--- config.mk ---
export PLATFORM = sky130hd
export DESIGN_NAME = mips_multicycle_ctrl
export DESIGN_NICKNAME = d
export VERILOG_FILES = /design/src/rtl/mips_multicycle_ctrl.sv
export SDC_FILE = /design/constraint.sdc
export NUM_CORES = 1
export LEC_CHECK = 0
export CAP_MARGIN = 20
export CORE_MARGIN = 2
export CORE_UTILIZATION = 50
export DETAILED_ROUTE_END_ITERATION = 10
export GPL_TIMING_DRIVEN = 0
export PLACE_DENSITY = 0.87
export SYNTH_ARGS = -nofsm -noshare
export SYNTH_HDL_FRONTEND = slang
export SYNTH_SLANG_ARGS = --single-unit
--- constraint.sdc ---
create_clock -name clock -period 5.1 [get_ports clock]
set_clock_uncertainty 0.1 [all_clocks]
set_input_delay 0.51 -clock clock [delete_from_list [all_inputs] [get_ports clock]]
set_output_delay 0.51 -clock clock [all_outputs]
set_load 0.005 [all_outputs]
--- src/rtl/mips_multicycle_ctrl.sv ---
// Multicycle MIPS sequencing controller: steps each instruction through
// FETCH/DECODE/EXEC/MEM/WB and drives datapath enables, mux selects and the memory handshake.
module mips_multicycle_ctrl (
    input  logic        clock,
    input  logic        resetN,
    input  logic [5:0]  opcode,
    input  logic [5:0]  funct,
    input  logic        zero,
    input  logic        memAck,
    input  logic        exitReq,
    output logic        pcWrite,
    output logic        irWrite,
    output logic        regWrite,
    output logic        memReq,
    output logic        memWe,
    output logic        memAddrSel,
    output logic        aluSrcA,
    output logic [1:0]  aluSrcB,
    output logic [2:0]  aluOp,
    output logic [1:0]  pcSrc,
    output logic [1:0]  regDst,
    output logic [1:0]  memToReg,
    output logic        syscall,
    output logic        halted,
    output logic        illegal,
    output logic [31:0] instCount
);

    typedef enum logic [2:0] {FETCH, DECODE, EXEC, MEM, WB, HALT} state_t;

    localparam logic [2:0] ALU_AND = 3'b000;
    localparam logic [2:0] ALU_OR  = 3'b001;
    localparam logic [2:0] ALU_ADD = 3'b010;
    localparam logic [2:0] ALU_SUB = 3'b110;
    localparam logic [2:0] ALU_SLT = 3'b111;

    state_t state, nextState;
    logic   retire, illegalHalt, illegalQ;

    logic isR, isJ, isJal, isJr, isNop, isSys, isRalu;
    logic isBeq, isBne, isAddi, isOri, isLw, isSw, toExec;

    function automatic logic [2:0] rAluOp(input logic [5:0] f);
        case (f)
            6'd34:   return ALU_SUB;
            6'd36:   return ALU_AND;
            6'd37:   return ALU_OR;
            6'd42:   return ALU_SLT;
            default: return ALU_ADD;
        endcase
    endfunction

    always_comb begin
        isR    = (opcode == 6'd0);
        isJ    = (opcode == 6'd2);
        isJal  = (opcode == 6'd3);
        isBeq  = (opcode == 6'd4);
        isBne  = (opcode == 6'd5);
        isAddi = (opcode == 6'd8);
        isOri  = (opcode == 6'd13);
        isLw   = (opcode == 6'd35);
        isSw   = (opcode == 6'd43);
        isJr   = isR && (funct == 6'd8);
        isNop  = isR && (funct == 6'd0);
        isSys  = isR && (funct == 6'd12);
        isRalu = isR && (funct == 6'd32 || funct == 6'd34 || funct == 6'd36 ||
                         funct == 6'd37 || funct == 6'd42);
        toExec = isRalu || isSys || isBeq || isBne || isAddi || isOri || isLw || isSw;
    end

    // Everything is forced low while resetN is asserted, so an in-flight memory
    // request is withdrawn asynchronously rather than at the next clock.
    always_comb begin
        pcWrite     = 1'b0;
        irWrite     = 1'b0;
        regWrite    = 1'b0;
        memReq      = 1'b0;
        memWe       = 1'b0;
        memAddrSel  = 1'b0;
        aluSrcA     = 1'b0;
        aluSrcB     = 2'd0;
        aluOp       = ALU_AND;
        pcSrc       = 2'd0;
        regDst      = 2'd0;
        memToReg    = 2'd0;
        syscall     = 1'b0;
        halted      = 1'b0;
        nextState   = state;
        illegalHalt = 1'b0;
        retire      = 1'b0;
        if (resetN) begin
            case (state)
                FETCH: begin
                    memReq  = 1'b1;
                    aluSrcB = 2'd1;
                    aluOp   = ALU_ADD;
                    if (memAck) begin
                        pcWrite   = 1'b1;
                        irWrite   = 1'b1;
                        nextState = DECODE;
                    end
                end
                DECODE: begin
                    aluSrcB = 2'd3;
                    aluOp   = ALU_ADD;
                    if (isJ || isJal) begin
                        pcWrite   = 1'b1;
                        pcSrc     = 2'd2;
                        nextState = FETCH;
                        if (isJal) begin
                            regWrite = 1'b1;
                            regDst   = 2'd2;
                            memToReg = 2'd2;
                        end
                    end else if (isJr) begin
                        pcWrite   = 1'b1;
                        pcSrc     = 2'd3;
                        nextState = FETCH;
                    end else if (isNop) begin
                        nextState = FETCH;
                    end else if (toExec) begin
                        nextState = EXEC;
                    end else begin
                        nextState   = HALT;
                        illegalHalt = 1'b1;
                    end
                end
                EXEC: begin
                    aluSrcA = 1'b1;
                    if (isSys) begin
                        syscall   = 1'b1;
                        nextState = exitReq ? HALT : FETCH;
                    end else if (isRalu) begin
                        aluOp     = rAluOp(funct);
                        nextState = WB;
                    end else if (isAddi || isLw || isSw) begin
                        aluSrcB   = 2'd2;
                        aluOp     = ALU_ADD;
                        nextState = (isAddi) ? WB : MEM;
                    end else if (isOri) begin
                        aluSrcB   = 2'd2;
                        aluOp     = ALU_OR;
                        nextState = WB;
                    end else if (isBeq || isBne) begin
                        aluOp     = ALU_SUB;
                        pcSrc     = 2'd1;
                        pcWrite   = isBeq ? zero : ~zero;
                        nextState = FETCH;
                    end else begin
                        nextState   = HALT;
                        illegalHalt = 1'b1;
                    end
                end
                MEM: begin
                    memReq     = 1'b1;
                    memAddrSel = 1'b1;
                    memWe      = isSw;
                    if (memAck) nextState = isSw ? FETCH : WB;
                end
                WB: begin
                    regWrite  = 1'b1;
                    regDst    = isRalu ? 2'd1 : 2'd0;
                    memToReg  = isLw ? 2'd1 : 2'd0;
                    nextState = FETCH;
                end
                default: begin
                    halted = 1'b1;
                end
            endcase
            // An instruction retires on its last cycle; a syscall exit counts, an illegal halt does not.
            retire = ((nextState == FETCH) && (state != FETCH)) ||
                     ((state == EXEC) && isSys && exitReq);
        end
    end

    assign illegal = illegalQ;

    always_ff @(posedge clock or negedge resetN) begin
        if (!resetN) begin
            state     <= FETCH;
            instCount <= 32'd0;
            illegalQ  <= 1'b0;
        end else begin
            state <= nextState;
            if (retire)      instCount <= instCount + 32'd1;
            if (illegalHalt) illegalQ  <= 1'b1;
        end
    end

endmodule
==> metrics <==
CTS root buffer=sky130_fd_sc_hd__clkbuf_8; Seq cells post-synth=36; first-pass detailed-route iteration total=4; unrepaired setup endpoints after global routing=false; syn_area_per_cell=9.102 µm²; Pwr Density=approximately 260 mW/mm²; number of synthesis warnings=0; standby leakage power=around 1.3 nW; area of the core region=roughly 0.0048 mm²; Residual DRC=0; clock tree buffer depth=2; pins over their slew limit=0; total I/O pin count=70; post-layout power=0.8718 mW; Period Utilization, post-route=about two thirds; GRT Overall Usage=approximately 23%; shortest clock period the worst path allows after layout=roughly 3.4 ns; number of resized instances in the post-cts repair step=0; standard-cell rows=25; layout net count=363; clk_lat worst skew=0.28 ns; Critical Path Start Type=input port; area of the mapped netlist=between 0.002 and 0.0025 mm²; most used standard cell by instance count after synthesis=sky130_fd_sc_hd__dfrtp_1; Min-Delay Path Class=in -> async; Synth cell types=just under 60; syn nets=~290; post-cts hold buffer count=0; net switching power of the design=0.3068 mW; delay of the slowest critical-path stage=roughly 0.54 ns; vias per std cell=~5.6; total number of clock tree sinks=36; Post-DP HPWL=about 4500 µm; Cell Chain, Critical Path=clkdlybuf4s50_1 > nor3_4 > nand2_2 > nor4b_4 > nor3_1 > a22oi_1 > a21oi_1 > clkdlybuf4s50_1; wire length after detailed routing=6033 µm; sequential cell area fraction in the yosys report=36.25%; initial antenna violation count=0; Die ar.=about 0.0055 mm²; share of total power in combinational logic=39.0%; actual transition at the worst max-transition pin=~0.88 ns; required time at the worst-slack endpoint=4.49 ns; Worst slew margin=approximately two fifths; WL per Instance=~15 µm; area added between synthesis and finish=32.48%; die height=between 70 and 80 µm; routed via count=between 2000 and 2500; Data arrival, critical path=2.84 ns; top fanout value on the critical path=7; CTS tree=yes; Crit-path slowest cell=sky130_fd_sc_hd__clkdlybuf4s50_1; post-CTS clock slew at the launch and capture registers of the worst setup and hold paths=0.07 ns; part of the total power dissipated in the clock network=21.6%; horizontal die dimension=between 70 and 80 µm; Iteration-0 DRC Markers=roughly 220; share of async-settable or async-resettable flops after synthesis=100.0%; commonest cells in the synthesized netlist=sky130_fd_sc_hd__dfrtp_1, sky130_fd_sc_hd__xnor2_1, sky130_fd_sc_hd__nand2_1; Synth Instances=about 270; cells taking the most area after synthesis=sky130_fd_sc_hd__dfrtp_1, sky130_fd_sc_hd__xnor2_1, sky130_fd_sc_hd__nand2_1; pin count of the biggest net entering global routing=42; hold violation total from the final report=0; GP Congestion=0.8966; most common cell type on the critical path=sky130_fd_sc_hd__clkdlybuf4s50_1; global-route wire length before repair=between 9000 and 10000 µm; final-layout setup total negative slack=0 ns; largest vdd supply drop=about 220 µV; max frequency=between 200 and 300 MHz; number of synthesized flops with an enable pin=0; Diodes inserted=0; fraction of layout cells with a size suffix above 1=~12%; count of buffers inserted at the top-level ports=65; H-Tree Level Count=2; total CTS buffers=5; number of antenna-violating nets in the routed design=0; count of endpoints failing setup in the final report=0; main flop type after synthesis=sky130_fd_sc_hd__dfrtp_1; # Max-Cap Violations=0; Initial Util=52.26%; status=complete, no violations; nature of the critical path endpoint=output pin; count of buffers added by post-CTS timing repair for setup=0; grt total ovfl=0; Sequential Power Share=around two fifths; switching part of the total=35.19%; cell type with the largest total area after synthesis=sky130_fd_sc_hd__dfrtp_1; via count of the first global-routing pass=2094; share of the synthesized area in the top cell type=roughly 36%; kind of critical path=in -> out; Internal Dissipation=approximately 0.56 mW
per-stage QoR:
| stage | setup WS (ns) | hold slack, ns | cells | area [µm²] | util (%) |
|---|---|---|---|---|---|
| 3_5_place_dp | 1.661 | 0.3674 | 405 | 3214 | 67.61 |
| 5_1_grt | 1.459 | 0.3032 | 412 | 3292 | 69.24 |
| 2_1_floorplan | 2.698 | 0.1144 | 273 | 2485 | - |
| 6_report | 1.651 | 0.2381 | 412 | 3292 | 69.24 |
| 3_3_place_gp | 0.7398 | 0.3645 | 405 | 3219 | 67.71 |
| 4_1_cts | 1.648 | 0.2646 | 412 | 3292 | 69.24 |
power by group through the flow:
stage          registers (mW)  clock network, mW  logic, mW
2_1_floorplan           0.343                  0      0.212
3_3_place_gp            0.347                  0      0.334
3_5_place_dp            0.347                  0      0.337
4_1_cts                 0.342              0.192      0.339
5_1_grt                 0.347              0.211      0.370
6_report                0.344              0.188      0.340
cell families after synthesis:
logic type | share of synthesized area [%]
compound gates | 12.59
xor+xnor | 11.98
fa+ha+maj | 0.5034
buf+inv | 4.380
flops | 36.25
mux | 0.8560
simple gates | 33.44
cells in the final DEF, fill, tap and decap left out, types with 5 or more instances in the layout:
cell type / instances
sky130_fd_sc_hd__a21oi_1: 11
sky130_fd_sc_hd__and3_1: 6
sky130_fd_sc_hd__clkbuf_1: 7
sky130_fd_sc_hd__clkbuf_8: 5
sky130_fd_sc_hd__clkdlybuf4s50_1: 64
sky130_fd_sc_hd__dfrtp_1: 36
sky130_fd_sc_hd__inv_1: 8
sky130_fd_sc_hd__nand2_1: 27
sky130_fd_sc_hd__nand2b_1: 6
sky130_fd_sc_hd__nand3_1: 12
sky130_fd_sc_hd__nand3_2: 9
sky130_fd_sc_hd__nand4_1: 11
sky130_fd_sc_hd__nor2_1: 22
sky130_fd_sc_hd__nor2b_1: 9
sky130_fd_sc_hd__o21ai_0: 9
sky130_fd_sc_hd__xnor2_1: 30
cell type report:
type                    instances  area, µm²
fillers                       406       1463
inverters                       8      30.03
plain buffers                  13      78.83
clock buffers                   6      72.57
well taps                      67      83.83
multi-input cells             216       1475
repair buffers                 65      645.6
clock inverters                 1      5.005
flip-flops and latches         36      900.9
layer usage:
metal	global-route usage, %	up-vias	share of wire (%)
met4	5.556	0	0.76
met2	35.69	85	48
met5	0	-	0
met1	32.53	1111	46
li1	-	1105	-
met3	4.607	7	5.7
worst paths after layout:
kind                                from            end  slack [ns]  depth (start not counted)
max reg2reg                     state[0]  instCount[18]        2.71                          8
min in group clock         instCount[31]  instCount[31]        0.37                          1
max in group asynchronous         resetN  instCount[23]        4.11                          1
max                            opcode[5]        pcWrite        1.65                          8
min                               resetN  instCount[27]        0.24                          1
min reg2reg                instCount[31]  instCount[31]        0.37                          1
critical path, delay by kind of cell:
family / cells / cell delay [ns]
and+or+nand+nor: 4 / 1.11
buffers and inverters: 2 / 0.99
AOI/OAI and AO/OA: 2 / 0.24
state kept, by name, summed over array words and instances, names as in the netlist:
register	flops
instCount	32
state	3
illegal	1
Note: power is estimated with default switching activity, not from simulation.
